File: src/rtl/bcd_serial_adder_pkg.sv
// Shared types and constants for the digit-serial packed-BCD adder.
// Optional feature macro used by the design: BCD_SUB_EN (adds 9's-complement subtraction).
package bcd_pkg;

    typedef logic [3:0] bcd_digit_t;

    localparam bcd_digit_t BCD_MAX  = 4'd9;
    localparam bcd_digit_t BCD_CORR = 4'd6;

    typedef enum logic [1:0] {
        IDLE = 2'd0,
        RUN  = 2'd1,
        DONE = 2'd2
    } state_t;

    // 9's complement of one BCD digit; an invalid input digit wraps, which is harmless
    // because such operations are already flagged through err.
    function automatic bcd_digit_t nines_comp(input bcd_digit_t d);
        return BCD_MAX - d;
    endfunction

endpackage

File: src/rtl/bcd_serial_adder_if.sv
// Request/result bundle of the digit-serial BCD adder.
// The master side issues operands and consumes results; the slave side is the adder.
interface bcd_serial_adder_if #(
    parameter int DIGITS = 4
) ();
    logic                  start;
    logic [4*DIGITS-1:0]   a;
    logic [4*DIGITS-1:0]   b;
    logic                  cin;
    logic                  sub;
    logic                  busy;
    logic [4*DIGITS-1:0]   sum;
    logic                  cout;
    logic                  err;
    logic                  out_valid;
    logic                  out_ready;

    modport master (
        output start, a, b, cin, sub, out_ready,
        input  busy, sum, cout, err, out_valid
    );

    modport slave (
        input  start, a, b, cin, sub, out_ready,
        output busy, sum, cout, err, out_valid
    );
endinterface

File: src/rtl/bcd_serial_adder_digit_add.sv
// One-digit BCD adder: binary add of two digits and a carry, then +6 correction
// whenever the binary sum leaves the decimal range.
module bcd_digit_add
    import bcd_pkg::*;
(
    input  bcd_digit_t a,
    input  bcd_digit_t b,
    input  logic       ci,
    output bcd_digit_t s,
    output logic       co
);
    logic [4:0] t;

    // Five bits hold the worst case of two invalid digits plus carry (31).
    always_comb begin
        t  = {1'b0, a} + {1'b0, b} + {4'd0, ci};
        s  = t[3:0];
        co = 1'b0;
        if (t > {1'b0, BCD_MAX}) begin
            s  = t[3:0] + BCD_CORR;
            co = 1'b1;
        end
    end
endmodule

File: src/rtl/bcd_serial_adder.sv
// Digit-serial packed-BCD adder: one digit per clock, least significant digit first.
// Define BCD_SUB_EN to enable A-B via 9's complement of B with forced carry-in.
module bcd_serial_adder
    import bcd_pkg::*;
#(
    parameter  int DIGITS = 4,
    localparam int CNT_W  = $clog2(DIGITS + 1)
) (
    input  logic                  clk,
    input  logic                  rst_n,
    bcd_serial_adder_if.slave     bus
);
    localparam int W = 4 * DIGITS;
    localparam logic [CNT_W-1:0] LAST_CNT = CNT_W'(DIGITS - 1);

    state_t           state_reg, state_next;
    logic [CNT_W-1:0] count_reg;
    logic [W-1:0]     a_sh_reg;
    logic [W-1:0]     b_sh_reg;
    logic [W-1:0]     sum_reg;
    logic             carry_reg;
    logic             cout_reg;
    logic             err_reg;

    logic             accept;
    logic             last_digit;
    logic [DIGITS-1:0] digit_bad;
    logic [W-1:0]     b_load;
    logic             c0_load;
    bcd_digit_t       d_digit;
    logic             d_carry;
    logic [W+3:0]     sum_shift;
    logic             final_cout;

    // Input digit validity, checked on the operands as presented.
    genvar gi;
    generate
        for (gi = 0; gi < DIGITS; gi++) begin : g_digit_chk
            assign digit_bad[gi] = (bus.a[4*gi +: 4] > BCD_MAX) ||
                                   (bus.b[4*gi +: 4] > BCD_MAX);
        end
    endgenerate

`ifdef BCD_SUB_EN
    logic       sub_reg;
    logic [W-1:0] b_comp;

    // 9's complement of every B digit, used only when subtracting.
    generate
        for (gi = 0; gi < DIGITS; gi++) begin : g_b_comp
            assign b_comp[4*gi +: 4] = nines_comp(bus.b[4*gi +: 4]);
        end
    endgenerate

    assign b_load     = bus.sub ? b_comp : bus.b;
    assign c0_load    = bus.sub ? 1'b1 : bus.cin;
    // In subtract mode a missing end-around carry means A<B, reported as borrow.
    assign final_cout = d_carry ^ sub_reg;

    // Operation mode captured alongside the operands.
    always_ff @(posedge clk or negedge rst_n) begin
        if (!rst_n) begin
            sub_reg <= 1'b0;
        end else if (accept) begin
            sub_reg <= bus.sub;
        end
    end
`else
    logic unused_sub;

    assign unused_sub = bus.sub;
    assign b_load     = bus.b;
    assign c0_load    = bus.cin;
    assign final_cout = d_carry;
`endif

    assign accept     = (state_reg == IDLE) && bus.start;
    assign last_digit = (count_reg == LAST_CNT);

    bcd_digit_add u_digit (
        .a  (a_sh_reg[3:0]),
        .b  (b_sh_reg[3:0]),
        .ci (carry_reg),
        .s  (d_digit),
        .co (d_carry)
    );

    // New digit enters at the MSD end so the LSD ends up at the bottom after DIGITS shifts.
    assign sum_shift = {d_digit, sum_reg};

    // State register.
    always_ff @(posedge clk or negedge rst_n) begin
        if (!rst_n) begin
            state_reg <= IDLE;
        end else begin
            state_reg <= state_next;
        end
    end

    // Next-state logic: IDLE -> RUN on start, RUN -> DONE on last digit, DONE -> IDLE on handshake.
    always_comb begin
        state_next = state_reg;
        case (state_reg)
            IDLE:    if (bus.start)     state_next = RUN;
            RUN:     if (last_digit)    state_next = DONE;
            DONE:    if (bus.out_ready) state_next = IDLE;
            default:                    state_next = IDLE;
        endcase
    end

    // Datapath: capture on accept, one digit per RUN cycle, frozen otherwise.
    always_ff @(posedge clk or negedge rst_n) begin
        if (!rst_n) begin
            count_reg <= '0;
            a_sh_reg  <= '0;
            b_sh_reg  <= '0;
            sum_reg   <= '0;
            carry_reg <= 1'b0;
            cout_reg  <= 1'b0;
            err_reg   <= 1'b0;
        end else if (accept) begin
            count_reg <= '0;
            a_sh_reg  <= bus.a;
            b_sh_reg  <= b_load;
            sum_reg   <= '0;
            carry_reg <= c0_load;
            cout_reg  <= 1'b0;
            err_reg   <= |digit_bad;
        end else if (state_reg == RUN) begin
            count_reg <= count_reg + CNT_W'(1);
            a_sh_reg  <= a_sh_reg >> 4;
            b_sh_reg  <= b_sh_reg >> 4;
            sum_reg   <= sum_shift[W+3:4];
            carry_reg <= d_carry;
            if (last_digit) begin
                cout_reg <= final_cout;
            end
        end
    end

    assign bus.busy      = (state_reg == RUN);
    assign bus.out_valid = (state_reg == DONE);
    assign bus.sum       = sum_reg;
    assign bus.cout      = cout_reg;
    assign bus.err       = err_reg;

endmodule
File: src/flat_wrapper.sv
// flat-port wrapper written by rule: the top's interface ports become plain ports
module bcd_serial_adder_flat import bcd_pkg::*;
#(
    parameter  int DIGITS = 4,
    localparam int CNT_W  = $clog2(DIGITS + 1)
)
  (clk, rst_n, bus_start, bus_a, bus_b, bus_cin, bus_sub, bus_out_ready, bus_busy, bus_sum, bus_cout, bus_err, bus_out_valid);
  bcd_serial_adder_if #(.DIGITS(DIGITS)) bus_i ();
  input  logic clk;
  input  logic rst_n;
  input wire logic [$bits(bus_i.start)-1:0] bus_start;
  input wire logic [$bits(bus_i.a)-1:0] bus_a;
  input wire logic [$bits(bus_i.b)-1:0] bus_b;
  input wire logic [$bits(bus_i.cin)-1:0] bus_cin;
  input wire logic [$bits(bus_i.sub)-1:0] bus_sub;
  input wire logic [$bits(bus_i.out_ready)-1:0] bus_out_ready;
  output wire logic [$bits(bus_i.busy)-1:0] bus_busy;
  output wire logic [$bits(bus_i.sum)-1:0] bus_sum;
  output wire logic [$bits(bus_i.cout)-1:0] bus_cout;
  output wire logic [$bits(bus_i.err)-1:0] bus_err;
  output wire logic [$bits(bus_i.out_valid)-1:0] bus_out_valid;
  assign bus_i.start = bus_start;
  assign bus_i.a = bus_a;
  assign bus_i.b = bus_b;
  assign bus_i.cin = bus_cin;
  assign bus_i.sub = bus_sub;
  assign bus_i.out_ready = bus_out_ready;
  assign bus_busy = bus_i.busy;
  assign bus_sum = bus_i.sum;
  assign bus_cout = bus_i.cout;
  assign bus_err = bus_i.err;
  assign bus_out_valid = bus_i.out_valid;
  bcd_serial_adder #(.DIGITS(DIGITS)) u_core (.clk(clk), .rst_n(rst_n), .bus(bus_i));
endmodule
File: config.mk
export PLATFORM = sky130hd
export DESIGN_NAME = bcd_serial_adder_flat
export DESIGN_NICKNAME = d
export VERILOG_FILES = /design/src/rtl/bcd_serial_adder_pkg.sv /design/src/rtl/bcd_serial_adder_if.sv /design/src/rtl/bcd_serial_adder_digit_add.sv /design/src/rtl/bcd_serial_adder.sv /design/src/flat_wrapper.sv
export SDC_FILE = /design/constraint.sdc
export NUM_CORES = 1
export LEC_CHECK = 0
export ABC_AREA = 0
export CAP_MARGIN = 15
export CORE_MARGIN = 4
export CORE_UTILIZATION = 40
export CTS_CLUSTER_DIAMETER = 40
export DETAILED_ROUTE_END_ITERATION = 16
export HOLD_SLACK_MARGIN = 0.1
export PLACE_DENSITY = 0.76
export SETUP_SLACK_MARGIN = 0.2
export SKIP_CTS_REPAIR_TIMING = 1
export SLEW_MARGIN = 10
export SYNTH_ARGS = -nofsm -noshare
export SYNTH_HDL_FRONTEND = slang
export SYNTH_SLANG_ARGS = --single-unit
File: constraint.sdc
create_clock -name clk -period 2.4 [get_ports clk]
set_input_delay 0.24 -clock clk [delete_from_list [all_inputs] [get_ports clk]]
set_output_delay 0.24 -clock clk [all_outputs]
set_load 0.02 [all_outputs]
==> impl_metrics.py <==
metrics = {
    "clock_network": {
        "cts_root_buf": "clkbuf_8",
        "h-tree-depth": 2,
        "tritoncts": "built",
        "clockBufferDepth": 2,
        "cts_inserted_buffers": 5,
        "insertion_delay_ns": 0.31,
        "path_clk_slew_ns": 0.10,
        "cts.sinks": 56,
    },
    "sta": {
        "clock.fmax_ghz": 0.415,
        "rsz0062_at_grt": "yes",
        "fin_crit_ns": 2.41,
        "fin_crit_sh_pct": 100,
        "tightest_slew_ns": 0.580,
        "clock_skew_ns": 0.00687,
        "finalMaxSlewViolations": 0,
        "relSlewSlack_pct": 61.3,
        "setup_ws_ns": -0.00717,
        "hold_viol_final": 0,
        "setup_viol": 1,
    },
    "cells_and_area": {
        "drive_gt1_share_pct": 10.3,
        "final_cells": 426,
        "fin_nets": 394,
        "fin_util_pct": 55.2,
        "area_growth_pct": 33.5,
        "n_antenna_cell": 0,
        "final_area_sq_um": 3500,
    },
    "synthesis": {
        "synth_edf_count": 0,
        "synthTopCellsByCount": "98 x nand2_1, 56 x dfrtp_1, 27 x o21ai_1",
        "syn_nets": 333,
        "ys.warnings.count": 0,
        "ys.flop_type": "dfrtp_1",
        "avgSynthCellArea_sq_um": 9.14,
        "yosysUniqueCellTypes": 36,
        "postSynth.asyncResetShare_pct": 100,
        "ys_ff_latch": 56,
        "synth.yosys.seq_area_share_pct": 53.4,
        "yosysMostFrequentCell": "nand2_1",
        "ys_top_cells_by_area": "dfrtp_1 53%, nand2_1 14%, a22oi_1 6.9%, o21ai_1 5.2%, ha_1 2.9%",
        "synth_top_area_share_pct": 53.4,
        "synth_top_area_cell": "dfrtp_1",
        "synthCells": 287,
        "synthesis.area_sq_um": 2620,
    },
    "setup_path": {
        "critPathLaunchType": "register",
        "critical_path_class": "register to register",
        "arrival_ns": 2.59,
        "r2r_setup_slack_ns": -0.007,
        "r2r-end": "u_core.bus.sum[13]",
        "crit_path_end_kind": "register",
        "crit_path_max_fanout": 3,
        "reg2reg_from": "u_core.carry_reg",
        "r2r_cells": 8,
        "cp.required_ns": 2.59,
    },
    "power": {
        "vdd_drop_max_uv": 722,
        "power_density_nw_per_um2": 1490,
        "leakagePower_nw": 1.59,
    },
    "placed_design": {
        "place_hpwl_mm": 4.53,
        "port_buffers": 56,
        "place_inst": 413,
        "place_congestion": 0.838,
        "placed_area_sq_um": 3340,
    },
    "grt": {
        "antenna_found_initial": 0,
        "grt-ovfl-total": 0,
        "grt_usage_pct": 16.7,
        "grt_pass1_vias": 2121,
        "grt_max_degree": 44,
        "grt_pass1_wl_mm": 10.2,
    },
    "route": {
        "vias_per_cell": 5.26,
        "wirelength_mm": 6.32,
        "vias": 2242,
        "firstDrtPassIters": 4,
        "remaining_drc_errors": 0,
        "drtAntennaViolNets": 0,
        "drt_iter0_drc": 184,
        "wl_per_cell_um": 14.8,
    },
    "floorplanning": {
        "core_sq_um": 6350,
        "start_util_pct": 41.3,
        "die-area_sq_um": 7920,
        "die_h_um": 89.0,
        "die_x_um": 89.0,
        "io_pins": 58,
        "row_count": 29,
    },
    "hold_path": {
        "hp-class": "primary input to async pin",
    },
    "status": {
        "violations": "negative setup slack",
        "status": "complete, but fails checks",
    },
    "run": {
        "cap_violations": 0,
    },
}
-- metal layers --
layer	track usage (%)	share of wire (%)	vias up
li1	-	-	1110
met1	21.8	43	1073
met2	27.8	51	51
met3	2.86	4.5	8
met4	6.22	1.4	0
met5	0	0	-
-- power by group --
part	total (mW)	internal, mW	switching, mW
sequential	1.61	1.35	0.265
combinational	3.01	1.36	1.65
clock	0.615	0.309	0.306
total	5.23	3.01	2.22
-- cells in the final DEF, fill, tap and decap left out, types with 2 or more instances in the layout --
cell type         n
inv_1             2
buf_4            13
nand4_1           4
inv_2             2
dfrtp_1          56
fa_2              2
nor2_1            7
o21ai_1          27
clkbuf_8          5
clkdlybuf4s50_1  55
nand3_1           4
a21oi_1           4
a22oi_1          24
nand2b_1          4
nand2_1          98
o21ai_0           9
ha_1              5
-- critical path, cell delays in order, from the launching register on --
cell      delay, ns
dfrtp_1        0.42
fa_2           0.41
fa_2           0.57
inv_2          0.06
ha_4           0.16
nor2b_4        0.13
a31o_1         0.18
a222oi_1       0.24
nand3_1        0.11
-- logic make-up (layout without fill, tap and decap cells) --
family / after synthesis / after routing / synth area share [%]
AND/OR/NAND/NOR: 125 / 125 / 19.7
XOR/XNOR: 1 / 1 / 0.334
buffers and inverters: 20 / 82 / 3.43
flip-flops: 56 / 56 / 53.4
AO/OA/AOI/OAI: 77 / 77 / 18.7
adder cells (fa/ha/maj): 8 / 8 / 4.39
-- how the worst max path moves through the flow --
stage / start / to / slack [ns] / cells past startpoint
2_1_floorplan: u_core.a_sh_reg[0] / u_core.bus.sum[13] / 0.10 / 8
3_3_place_gp: u_core.a_sh_reg[0] / u_core.bus.sum[15] / 0.05 / 8
3_5_place_dp: u_core.a_sh_reg[0] / u_core.bus.sum[15] / 0.006 / 8
4_1_cts: u_core.a_sh_reg[0] / u_core.bus.sum[15] / -0.02 / 8
5_1_grt: u_core.carry_reg / u_core.bus.sum[15] / -0.05 / 8
6_report: u_core.carry_reg / u_core.bus.sum[13] / -0.007 / 8
-- layout make-up --
type	instances	area, sq um
clock buffers	5	68.8
well taps	77	96.3
inverters	4	15.0
clock inverters	3	42.5
fillers	562	2850
multi-input cells	211	1210
flip-flops and latches	56	1400
repair buffers	70	663
-- metrics by stage --
stage                     hold WS [ns]  total power [mW]  setup TNS (ns)  setup slack (ns)
final                            0.451              5.23        -0.00717          -0.00717
after global routing             0.460              5.64         -0.0978           -0.0545
after CTS                      -0.0664              5.05         -0.0323           -0.0246
after detailed placement         0.279              4.43               0           0.00596
after global placement           0.268              4.33               0            0.0533
after floorplan                -0.0556              3.60               0             0.103
(Power assumes the default switching activity.)
